$ cat src/rtl/pwm_pkg.sv
// Shared types and constants for the PWM decoder: FSM state encoding and
// the glitch-filter length used when PWM_DECODER_GLITCH_FILTER_EN is defined.
package pwm_pkg;

    typedef enum logic [1:0] {
        IDLE = 2'd0,
        HIGH = 2'd1,
        LOW  = 2'd2
    } pwm_state_t;

    // Consecutive identical samples required before the filtered level moves
    localparam int FILTER_LEN = 3;

endpackage

$ cat src/rtl/pwm_edge_detect.sv
// Synchronizes pwm_in and produces one-cycle rise/fall pulses.
// Optional majority-free run-length filter enabled by PWM_DECODER_GLITCH_FILTER_EN.
module pwm_edge_detect
    import pwm_pkg::*;
(
    input  logic clock,
    input  logic reset,
    input  logic pwm_in,
    output logic rise,
    output logic fall
);

    logic [1:0] sync_reg;
    logic       sample;
    logic       level_reg;
    logic       rise_reg;
    logic       fall_reg;

    assign sample = sync_reg[1];

    always_ff @(posedge clock or posedge reset) begin
        if (reset) begin
            sync_reg <= '0;
        end else begin
            sync_reg <= {sync_reg[0], pwm_in};
        end
    end

`ifdef PWM_DECODER_GLITCH_FILTER_EN
    // Last FILTER_LEN-1 samples; together with the current one they form the run
    logic [FILTER_LEN-2:0] hist_reg;
    logic                  all_high;
    logic                  all_low;

    assign all_high = sample & (&hist_reg);
    assign all_low  = ~sample & ~(|hist_reg);

    always_ff @(posedge clock or posedge reset) begin
        if (reset) begin
            hist_reg  <= '0;
            level_reg <= 1'b0;
            rise_reg  <= 1'b0;
            fall_reg  <= 1'b0;
        end else begin
            hist_reg <= (hist_reg << 1) | (FILTER_LEN-1)'(sample);
            rise_reg <= all_high & ~level_reg;
            fall_reg <= all_low & level_reg;
            if (all_high) begin
                level_reg <= 1'b1;
            end else if (all_low) begin
                level_reg <= 1'b0;
            end
        end
    end
`else
    always_ff @(posedge clock or posedge reset) begin
        if (reset) begin
            level_reg <= 1'b0;
            rise_reg  <= 1'b0;
            fall_reg  <= 1'b0;
        end else begin
            level_reg <= sample;
            rise_reg  <= sample & ~level_reg;
            fall_reg  <= ~sample & level_reg;
        end
    end
`endif

    assign rise = rise_reg;
    assign fall = fall_reg;

endmodule

$ cat src/rtl/pwm_decoder.sv
// Measures PWM high time and period in clock cycles; valid pulses per full period.
// Define PWM_DECODER_GLITCH_FILTER_EN to reject input pulses shorter than 3 cycles.
module pwm_decoder
    import pwm_pkg::*;
#(
    parameter int n_bit = 8
) (
    input  logic             clock,
    input  logic             reset,
    input  logic             enable,
    input  logic             pwm_in,
    output logic [n_bit-1:0] high_count,
    output logic [n_bit-1:0] period_count,
    output logic             valid,
    output logic             overflow
);

    localparam logic [n_bit-1:0] CNT_MAX = '1;

    pwm_state_t       state_reg;
    pwm_state_t       state_next;
    logic [n_bit-1:0] cnt_reg;
    logic [n_bit-1:0] cnt_next;
    logic [n_bit-1:0] high_reg;
    logic [n_bit-1:0] high_next;
    logic [n_bit-1:0] period_reg;
    logic [n_bit-1:0] period_next;
    logic             valid_reg;
    logic             valid_next;
    logic             overflow_reg;
    logic             overflow_next;
    logic             rise;
    logic             fall;

    pwm_edge_detect u_edge_detect (
        .clock  (clock),
        .reset  (reset),
        .pwm_in (pwm_in),
        .rise   (rise),
        .fall   (fall)
    );

    always_ff @(posedge clock or posedge reset) begin
        if (reset) begin
            state_reg    <= IDLE;
            cnt_reg      <= '0;
            high_reg     <= '0;
            period_reg   <= '0;
            valid_reg    <= 1'b0;
            overflow_reg <= 1'b0;
        end else begin
            state_reg    <= state_next;
            cnt_reg      <= cnt_next;
            high_reg     <= high_next;
            period_reg   <= period_next;
            valid_reg    <= valid_next;
            overflow_reg <= overflow_next;
        end
    end

    // cnt starts at 1 on the rise cycle so both widths come out exact
    always_comb begin
        state_next    = state_reg;
        cnt_next      = cnt_reg;
        high_next     = high_reg;
        period_next   = period_reg;
        valid_next    = 1'b0;
        overflow_next = 1'b0;
        if (!enable) begin
            state_next = IDLE;
            cnt_next   = '0;
        end else begin
            unique case (state_reg)
                IDLE: begin
                    if (rise) begin
                        state_next = HIGH;
                        cnt_next   = n_bit'(1);
                    end
                end
                HIGH: begin
                    if (fall) begin
                        state_next = LOW;
                        high_next  = cnt_reg;
                        cnt_next   = cnt_reg + n_bit'(1);
                    end else if (cnt_reg == CNT_MAX) begin
                        state_next    = IDLE;
                        cnt_next      = '0;
                        overflow_next = 1'b1;
                    end else begin
                        cnt_next = cnt_reg + n_bit'(1);
                    end
                end
                LOW: begin
                    if (rise) begin
                        state_next  = HIGH;
                        period_next = cnt_reg;
                        cnt_next    = n_bit'(1);
                        valid_next  = 1'b1;
                    end else if (cnt_reg == CNT_MAX) begin
                        state_next    = IDLE;
                        cnt_next      = '0;
                        overflow_next = 1'b1;
                    end else begin
                        cnt_next = cnt_reg + n_bit'(1);
                    end
                end
                default: begin
                    state_next = IDLE;
                    cnt_next   = '0;
                end
            endcase
        end
    end

    assign high_count   = high_reg;
    assign period_count = period_reg;
    assign valid        = valid_reg;
    assign overflow     = overflow_reg;

endmodule

$ cat config.mk
export PLATFORM = sky130hd
export DESIGN_NAME = pwm_decoder
export DESIGN_NICKNAME = d
export VERILOG_FILES = /design/src/rtl/pwm_pkg.sv /design/src/rtl/pwm_edge_detect.sv /design/src/rtl/pwm_decoder.sv
export SDC_FILE = /design/constraint.sdc
export NUM_CORES = 1
export LEC_CHECK = 0
export BUFFER_PORTS_ARGS = -buffer_cell sky130_fd_sc_hd__buf_2
export CAP_MARGIN = 10
export CORE_MARGIN = 2
export CORE_UTILIZATION = 60
export CTS_CLUSTER_DIAMETER = 40
export DETAILED_ROUTE_END_ITERATION = 10
export PLACE_DENSITY = 0.83
export SETUP_SLACK_MARGIN = 0.2
export SLEW_MARGIN = 20
export SYNTH_ARGS = -nofsm -noshare
export SYNTH_HDL_FRONTEND = slang
export SYNTH_SLANG_ARGS = --single-unit
$ cat constraint.sdc
create_clock -name clock -period 2.8 [get_ports clock]
set_input_delay 0.28 -clock clock [delete_from_list [all_inputs] [get_ports clock]]
set_output_delay 0.28 -clock clock [all_outputs]
set_load 0.03 [all_outputs]
==> impl_metrics.ini, run 1 <==
[power]
ir_drop_uv = 454
combPwrFrac_pct = 8.1
seq_power_share_pct = 57.2
switching_share_pct = 24.2
p_leak_uw = 0.000900
p_clk_share_pct = 34.8
p_int_uw = 657
switchingPower_uw = 209
power_density_nw_per_um2 = 490

[critical_path]
worstReg2RegStart = state_reg[1]
arrival_ns = 2.09
crit_required_ns = 3.03
cp-endpoint = high_count[2]
start_kind = register
r2r_cells = 4
reg2reg_slack_ns = 0.94
critical_path_class = register to register
r2r_end = high_count[2]
crit_path_start = state_reg[1]
worst-path-max-fanout = 8
endpoint_kind = register

[timing]
worst_pin_slew_ns = 0.445
fin_skew_ns = 0.0104
fin_crit_sh_pct = 66.4
hold_viol_final = 0
max_freq_mhz = 538
worst_slack_ns = 0.940
timing.slew.headroom_pct = 70.2
fin_setup_tns_ns = 0
fin_crit_ns = 1.86
hold_slack_ns = 0.0369
grt_setup_unrepaired = false
maxSlewViolCount = 0
finalSetupViolCount = 0

[clock_tree]
insertion_delay_ns = 0.34
htree_levels = 2
cts-root-buf = clkbuf_4
cts.sinks = 33
numCtsBuffers = 5
cts_tree = done
clockBufferDepth = 2
clk_pin_slew_worst_paths_ns = 0.10
postCtsSetupRepairBufs = 0

[drt]
dr_total_vias = 1136
via_per_inst = 6.04
detail_route.first_pass.iterations = 4
drt_iter0_markers = 32
avgRoutedWirePerCell_um = 16.0
routed_wl_um = 3010
drc = 0
drtAntennaViolNets = 0

[yosys]
syn-cell-area_um2 = 1560
yosys_warnings = 0
synth-seq-cells = 33
synth_edf_count = 0
synth_top_area_share_pct = 53.0
synth_commonest_cells = dfrtp_1, mux2_2, nand2_1, nor2_1
synth_fp_nets = 140
yosysTopAreaCell = dfrtp_1
syn_area_per_cell_um2 = 11.9
ys_types = 38
netlist_instances = 131
yosys-top-cells-area = dfrtp_1, mux2_2, ha_1
seq_area_frac_synth_pct = 53.0
yosysMostFrequentCell = dfrtp_1
async_flop_share_pct = 100
synthFlopType = dfrtp_1

[place]
hpwl_um = 2120
routabilityCongestion = 1.06
pre_cts_ws_ns = 0.969
dp.cells = 179
io_buffers = 21

[die]
num_io_pins = 22
num_rows = 18
core_area_um2 = 2480
die_h_um = 55.0
fp.dieW_um = 55.0
die-area_um2 = 3020
start_util_pct = 62.9

[global_route]
antenna_found_initial = 0
grt.total_usage_pct = 25.1
grt-ovfl-total = 0
grt_pass1_wl_um = 5130
grt_start_max_net_pins = 34
grt_pass1_vias = 1039

[run_status]
status = completed

[min_path]
hold_class = input pin to register

[cells_and_area]
drive_above_1_share_pct = 32.9
final_nets = 166
antenna_cells = 0
area_growth_pct = 13.5
final_cells = 188

[run]
drv_cap = 0
cells in the final DEF (no fill, tap or decap), drive strengths merged, types with 2 or more instances in the layout:
master,synthesis,routed
dfrtp,33,33
buf,4,22
mux2,16,16
nand2,9,9
nor2,7,7
clkbuf,0,7
nand3,6,6
nor2b,5,5
nand2b,5,5
ha,5,5
inv,4,4
o21ai,4,4
nor3,3,3
a21oi,3,3
o22ai,3,3
or2,2,2
o21a,2,2
o221ai,2,2
o31ai,2,2
final cells by class:
class | instances | area, um^2
Inverter | 4 | 15.0
Fill cell | 194 | 709
Timing Repair Buffer | 23 | 123
Tap cell | 30 | 37.5
Clock buffer | 7 | 65.1
Sequential cell | 33 | 826
Multi-Input combinational cell | 90 | 697
Clock inverter | 1 | 5.00
metrics by stage:
step	util, %	cell area [um^2]	total power, uW
3_3_place_gp	68.1	1690	569
3_5_place_dp	68.1	1690	573
2_1_floorplan	-	1560	555
4_1_cts	71.4	1770	875
6_report	71.4	1770	866
5_1_grt	71.4	1770	901
worst min-delay path by stage:
stage	start	end	slack, ns	cells after the start
after floorplan	pwm_in	u_edge_detect.sync_reg[0]	0.31	0
after global placement	u_edge_detect.sync_reg[0]	u_edge_detect.sync_reg[1]	0.34	0
after detailed placement	u_edge_detect.sync_reg[0]	u_edge_detect.sync_reg[1]	0.35	0
after CTS	pwm_in	u_edge_detect.sync_reg[0]	0.02	1
after global routing	pwm_in	u_edge_detect.sync_reg[0]	0.02	1
final	pwm_in	u_edge_detect.sync_reg[0]	0.04	1
critical path, cell delays in order, from the launching register on:
cell and delay, ns:
dfrtp_1 0.44, inv_1 0.14, ha_1 0.38, nand3_1 0.39, mux2_2 0.39
power groups by stage:
stage          clock, uW  sequential, uW  combinational [uW]
2_1_floorplan          0             507                47.2
3_3_place_gp           0             503                66.5
3_5_place_dp           0             504                68.5
4_1_cts              310             495                70.2
5_1_grt              326             497                78.8
6_report             301             495                69.8
what timing repair did:
item / in CTS / in global routing
resized for setup: 0 / 0
hold buffers: 1 / 0
hold endpoints to repair: 7 / 0
routing by layer:
layer	up-vias	global-route usage, %	wire length, um
li1	523	-	-
met1	558	32.7	1270
met2	48	38.3	1510
met3	7	9.41	191
met4	0	9.35	42
met5	-	0	0
cells by family after synthesis:
logic type,synth area share [%]
AO/OA/AOI/OAI,12.9
XOR/XNOR,1.12
adder cells (fa/ha/maj),4.02
buffers and inverters,2.25
flip-flops,53.0
multiplexers,11.6
AND/OR/NAND/NOR,15.1
(Power assumes the default switching activity.)
==> inputs of run 2 (changes only) <==
CORE_UTILIZATION = 55   (was 60)
PLACE_DENSITY = 0.77   (was 0.83)
clock period = 1.75 ns   (was 2.8 ns; I/O delays follow)
==> run 2 against run 1 <==
Register-to-register slack lost 0.74 ns. Clock skew grew 0.0097 ns. Flip-flop and latch count is the same. Wire length grew 11%. Cell area grew 15%. First-iteration DRC count grew 34%. Largest cell class is now multi-input combinational cells.
==> impl_metrics.ini, run 2 (same netlist as run 1, synthesis figures left out) <==
[run_status]
status = completed

[clock_tree]
insertion_delay_ns = 0.34
cts-root-buf = clkbuf_4
cts.sinks = 33
cts_tree = done
clockBufferDepth = 2
numCtsBuffers = 5
clk_pin_slew_worst_paths_ns = 0.12
htree_levels = 2

[drt]
detail_route.first_pass.iterations = 4
drt_iter0_markers = 43
drtAntennaViolNets = 0
avgRoutedWirePerCell_um = 16.2
dr_total_vias = 1215
routed_wl_um = 3330
via_per_inst = 5.90
drc = 0

[cells_and_area]
area_growth_pct = 30.8
fin_util_pct = 74.5
antenna_cells = 0
final_cells = 206
n_fill_cell = 173
final_common_cell = dfrtp_1
final_cell_mix = dfrtp_1, buf_2, mux2_2
final_nets = 183
fin_area_um2 = 2040
drive_above_1_share_pct = 51.4

[global_route]
grt_start_max_net_pins = 34
grt_pass1_wl_um = 5400
grt.total_usage_pct = 22.0
grt-ovfl-total = 0
antenna_found_initial = 0
grt_pass1_vias = 1150

[timing]
max_freq_mhz = 646
grt_setup_unrepaired = true
fin_setup_tns_ns = 0
timing.slew.headroom_pct = 73.6
fin_skew_ns = 0.0201
fin_crit_sh_pct = 88.5
worst_pin_slew_ns = 0.395
hold_viol_final = 0
worst_slack_ns = 0.201
fin_crit_ns = 1.55
finalSetupViolCount = 0
maxSlewViolCount = 0

[power]
combPwrFrac_pct = 12.3
power_density_nw_per_um2 = 668
p_clk_share_pct = 29.7
p_int_uw = 1000
ir_drop_uv = 719
switchingPower_uw = 359
p_leak_uw = 0.000987
seq_power_share_pct = 57.9
switching_share_pct = 26.3

[critical_path]
reg2reg_slack_ns = 0.20
r2r_end = cnt_reg[7]
worst-path-max-fanout = 4
cp_num_buf_inv = 2
path_delay_family = compound AO/OA/AOI/OAI gates
crit_path_start = state_reg[1]
r2r_cells = 6
start_kind = register
slowest_stage = dfrtp_1
cp_slowest_stage_delay_ns = 0.43
worstReg2RegStart = state_reg[1]
path_cells = buf_6, ha_4, buf_4, nand2b_4, o311a_4, o22ai_2
critical_path_class = register to register
arrival_ns = 1.80
endpoint_kind = register
crit_required_ns = 2.00

[run]
drv_cap = 0

[die]
fp.dieW_um = 57.2
die-area_um2 = 3270
die_h_um = 57.2
start_util_pct = 57.0
num_rows = 19
core_area_um2 = 2730
num_io_pins = 22

[place]
routabilityCongestion = 0.945
pre_cts_ws_ns = 0.131
io_buffers = 21
dp.cells = 191
dpl_cell_area_um2 = 1770
hpwl_um = 2320

[min_path]
whs_endpoint = overflow
hold_class = input pin to register
whs_path_depth = 3
hp-start = enable
run 2: worst min-delay path, cell delays in order:
cell and delay [ns]:
buf_2 0.16, o211ai_1 0.10, nor2_1 0.05
run 2: worst max path at each step:
stage	to	slack, ns	depth (start not counted)
floorplan	high_count[0]	0.26	5
global placement	cnt_reg[0]	0.14	6
detailed placement	cnt_reg[0]	0.13	6
CTS	cnt_reg[0]	0.18	6
global route	cnt_reg[3]	0.16	6
finish	cnt_reg[7]	0.20	6
run 2: power by group through the flow:
stage / Clock [uW] / Combinational (uW) / Sequential (uW)
CTS: 416 / 140 / 788
global route: 458 / 180 / 791
finish: 405 / 168 / 789
global placement: 0 / 124 / 802
floorplan: 0 / 75.5 / 812
detailed placement: 0 / 128 / 803
run 2: per-stage QoR:
stage	total power (uW)	hold slack (ns)
6_report	1360	0.178
2_1_floorplan	887	0.206
4_1_cts	1340	0.150
3_3_place_gp	927	0.274
3_5_place_dp	931	0.288
5_1_grt	1430	0.154
run 2: area by class of cell:
| class | instances | area (um^2) | share of cell area, % |
|---|---|---|---|
| inverters | 4 | 15.0 | 0.737 |
| repair buffers | 40 | 264 | 13.0 |
| clock inverters | 2 | 10.0 | 0.491 |
| well taps | 31 | 38.8 | 1.90 |
| clock buffers | 6 | 41.3 | 2.03 |
| flip-flops and latches | 33 | 828 | 40.7 |
| multi-input cells | 90 | 840 | 41.2 |
run 2: routing by layer:
metal / track usage (%) / routed length, um / part of all wire, %
met1: 30.0 / 1470 / 44
met2: 33.7 / 1610 / 48
met3: 5.44 / 203 / 6.1
met4: 9.97 / 38 / 1.1
met5: 0 / 0 / 0
run 2: what timing repair did:
action                                 CTS  global route
setup endpoints to repair               16            18
hold buffers                             2             0
buffers inserted                         2             3
endpoints found under the hold margin   34             0
pin swaps                                1             9
resized for setup                        8            25
==> inputs of run 3 (changes only) <==
MAX_ROUTING_LAYER = met4   (was default)
==> run 3 against run 2 <==
Worst hold slack got worse by 0.027 ns. Largest power group unchanged. Sequential share of layout area increased by 0.87 points. Wire length decreased by 3.0%. Cell area decreased by 2.4%.
==> impl_metrics.ini, run 3 (same netlist as run 1, synthesis figures left out) <==
[place]
io_buffers = 21
hpwl_um = 2150
dpl_cell_area_um2 = 1760
pre_cts_ws_ns = 0.167
routabilityCongestion = 0.958

[cells_and_area]
final_cell_mix = dfrtp_1, buf_2, mux2_2
final_nets = 182
area_growth_pct = 27.6
fin_area_um2 = 1990
n_fill_cell = 198
fin_util_pct = 72.7
final_common_cell = dfrtp_1
drive_above_1_share_pct = 46.0
antenna_cells = 0

[power]
power_density_nw_per_um2 = 775
p_leak_uw = 0.000998
ir_drop_uv = 661

[die]
core_area_um2 = 2730
die_h_um = 57.2
num_rows = 19
start_util_pct = 57.0
fp.dieW_um = 57.2
num_io_pins = 22
die-area_um2 = 3270

[timing]
hold_slack_ns = 0.151
maxSlewViolCount = 0
hold_viol_final = 0
finalSetupViolCount = 0
max_freq_mhz = 653
worst_pin_slew_ns = 0.402
fin_crit_ns = 1.53
fin_crit_sh_pct = 87.4
fin_setup_tns_ns = 0
grt_setup_unrepaired = false
worst_slack_ns = 0.220
timing.slew.headroom_pct = 73.2
fin_skew_ns = 0.0151

[drt]
routed_wl_um = 3230
drc = 0
drtAntennaViolNets = 0
dr_total_vias = 1186
detail_route.first_pass.iterations = 5
via_per_inst = 5.79
drt_iter0_markers = 31
avgRoutedWirePerCell_um = 15.8

[clock_tree]
cts-root-buf = clkbuf_4
cts_tree = done
clk_pin_slew_worst_paths_ns = 0.11
htree_levels = 2
cts.sinks = 33
clockBufferDepth = 2
insertion_delay_ns = 0.34
numCtsBuffers = 5

[min_path]
hold_class = input pin to register

[global_route]
grt_pass1_vias = 1156
grt_pass1_wl_um = 5160
grt_start_max_net_pins = 34
antenna_found_initial = 0
grt-ovfl-total = 0
grt.total_usage_pct = 21.8

[critical_path]
start_kind = register
worst-path-max-fanout = 7
crit_required_ns = 1.97
endpoint_kind = register
critical_path_class = register to register
arrival_ns = 1.75

[run]
drv_cap = 0

[run_status]
status = completed
==> run 3: cell types whose count changed in the layout (fill, tap and decap cells not counted), moves of 2 or more <==
cell,delta
nor2_1,+3
nor2_2,-3
clkinv_2,-2
dfrtp_1,+2
dfrtp_2,-2
ha_4,-2
==> run 3: power breakdown <==
group | leakage (uW) | internal (uW) | switching, uW | total [uW]
registers | 0.000450 | 777 | 11.8 | 789
clock network | 0.0000455 | 341 | 257 | 598
logic | 0.000502 | 68.0 | 85.6 | 154
==> run 3: per-stage QoR <==
stage,total power [uW],cells
2_1_floorplan,887,131
3_3_place_gp,923,190
3_5_place_dp,925,190
4_1_cts,1520,202
5_1_grt,1600,205
6_report,1540,205
==> run 3: routing by layer <==
metal	GRT usage, %	part of all wire (%)
met1	28.4	47
met4	7.64	1.7
met2	32.0	46
met5	-	0
met3	7.26	5.6
==> run 3: worst paths after layout <==
check	endpoint	cells after the start	startpoint	slack, ns
setup / recovery	cnt_reg[1]	4	cnt_reg[3]	0.22
hold / removal	cnt_reg[0]	3	enable	0.15
setup reg to reg	cnt_reg[1]	4	cnt_reg[3]	0.22
hold reg to reg	u_edge_detect.sync_reg[1]	0	u_edge_detect.sync_reg[0]	0.36
max in group asynchronous	high_count[7]	4	reset	1.00
min in group asynchronous	cnt_reg[6]	4	reset	0.46
==> run 3: area by class of cell <==
class | instances | area (um^2) | share of cell area [%]
clock buffer | 7 | 55.1 | 2.77
clock inverter | 1 | 30.0 | 1.51
tap | 31 | 38.8 | 1.95
multi-input combinational | 90 | 767 | 38.6
timing repair buffer | 39 | 256 | 12.9
inverter | 4 | 15.0 | 0.755
sequential | 33 | 826 | 41.5
==> run 3: worst max-delay path, cell delays in order, from the launching register on <==
cell	delay, ns
dfrtp_1	0.53
nand4_4	0.19
nor2_1	0.33
o21ai_2	0.10
a32o_1	0.26
==> run 3: timing repair <==
| item | CTS | global route |
|---|---|---|
| hold buffers | 2 | 0 |
| setup buffers | 2 | 3 |
| resized for setup | 3 | 17 |
| hold endpoints to repair | 34 | 0 |
| endpoints found under the setup margin | 12 | 24 |
| pin swaps | 0 | 6 |
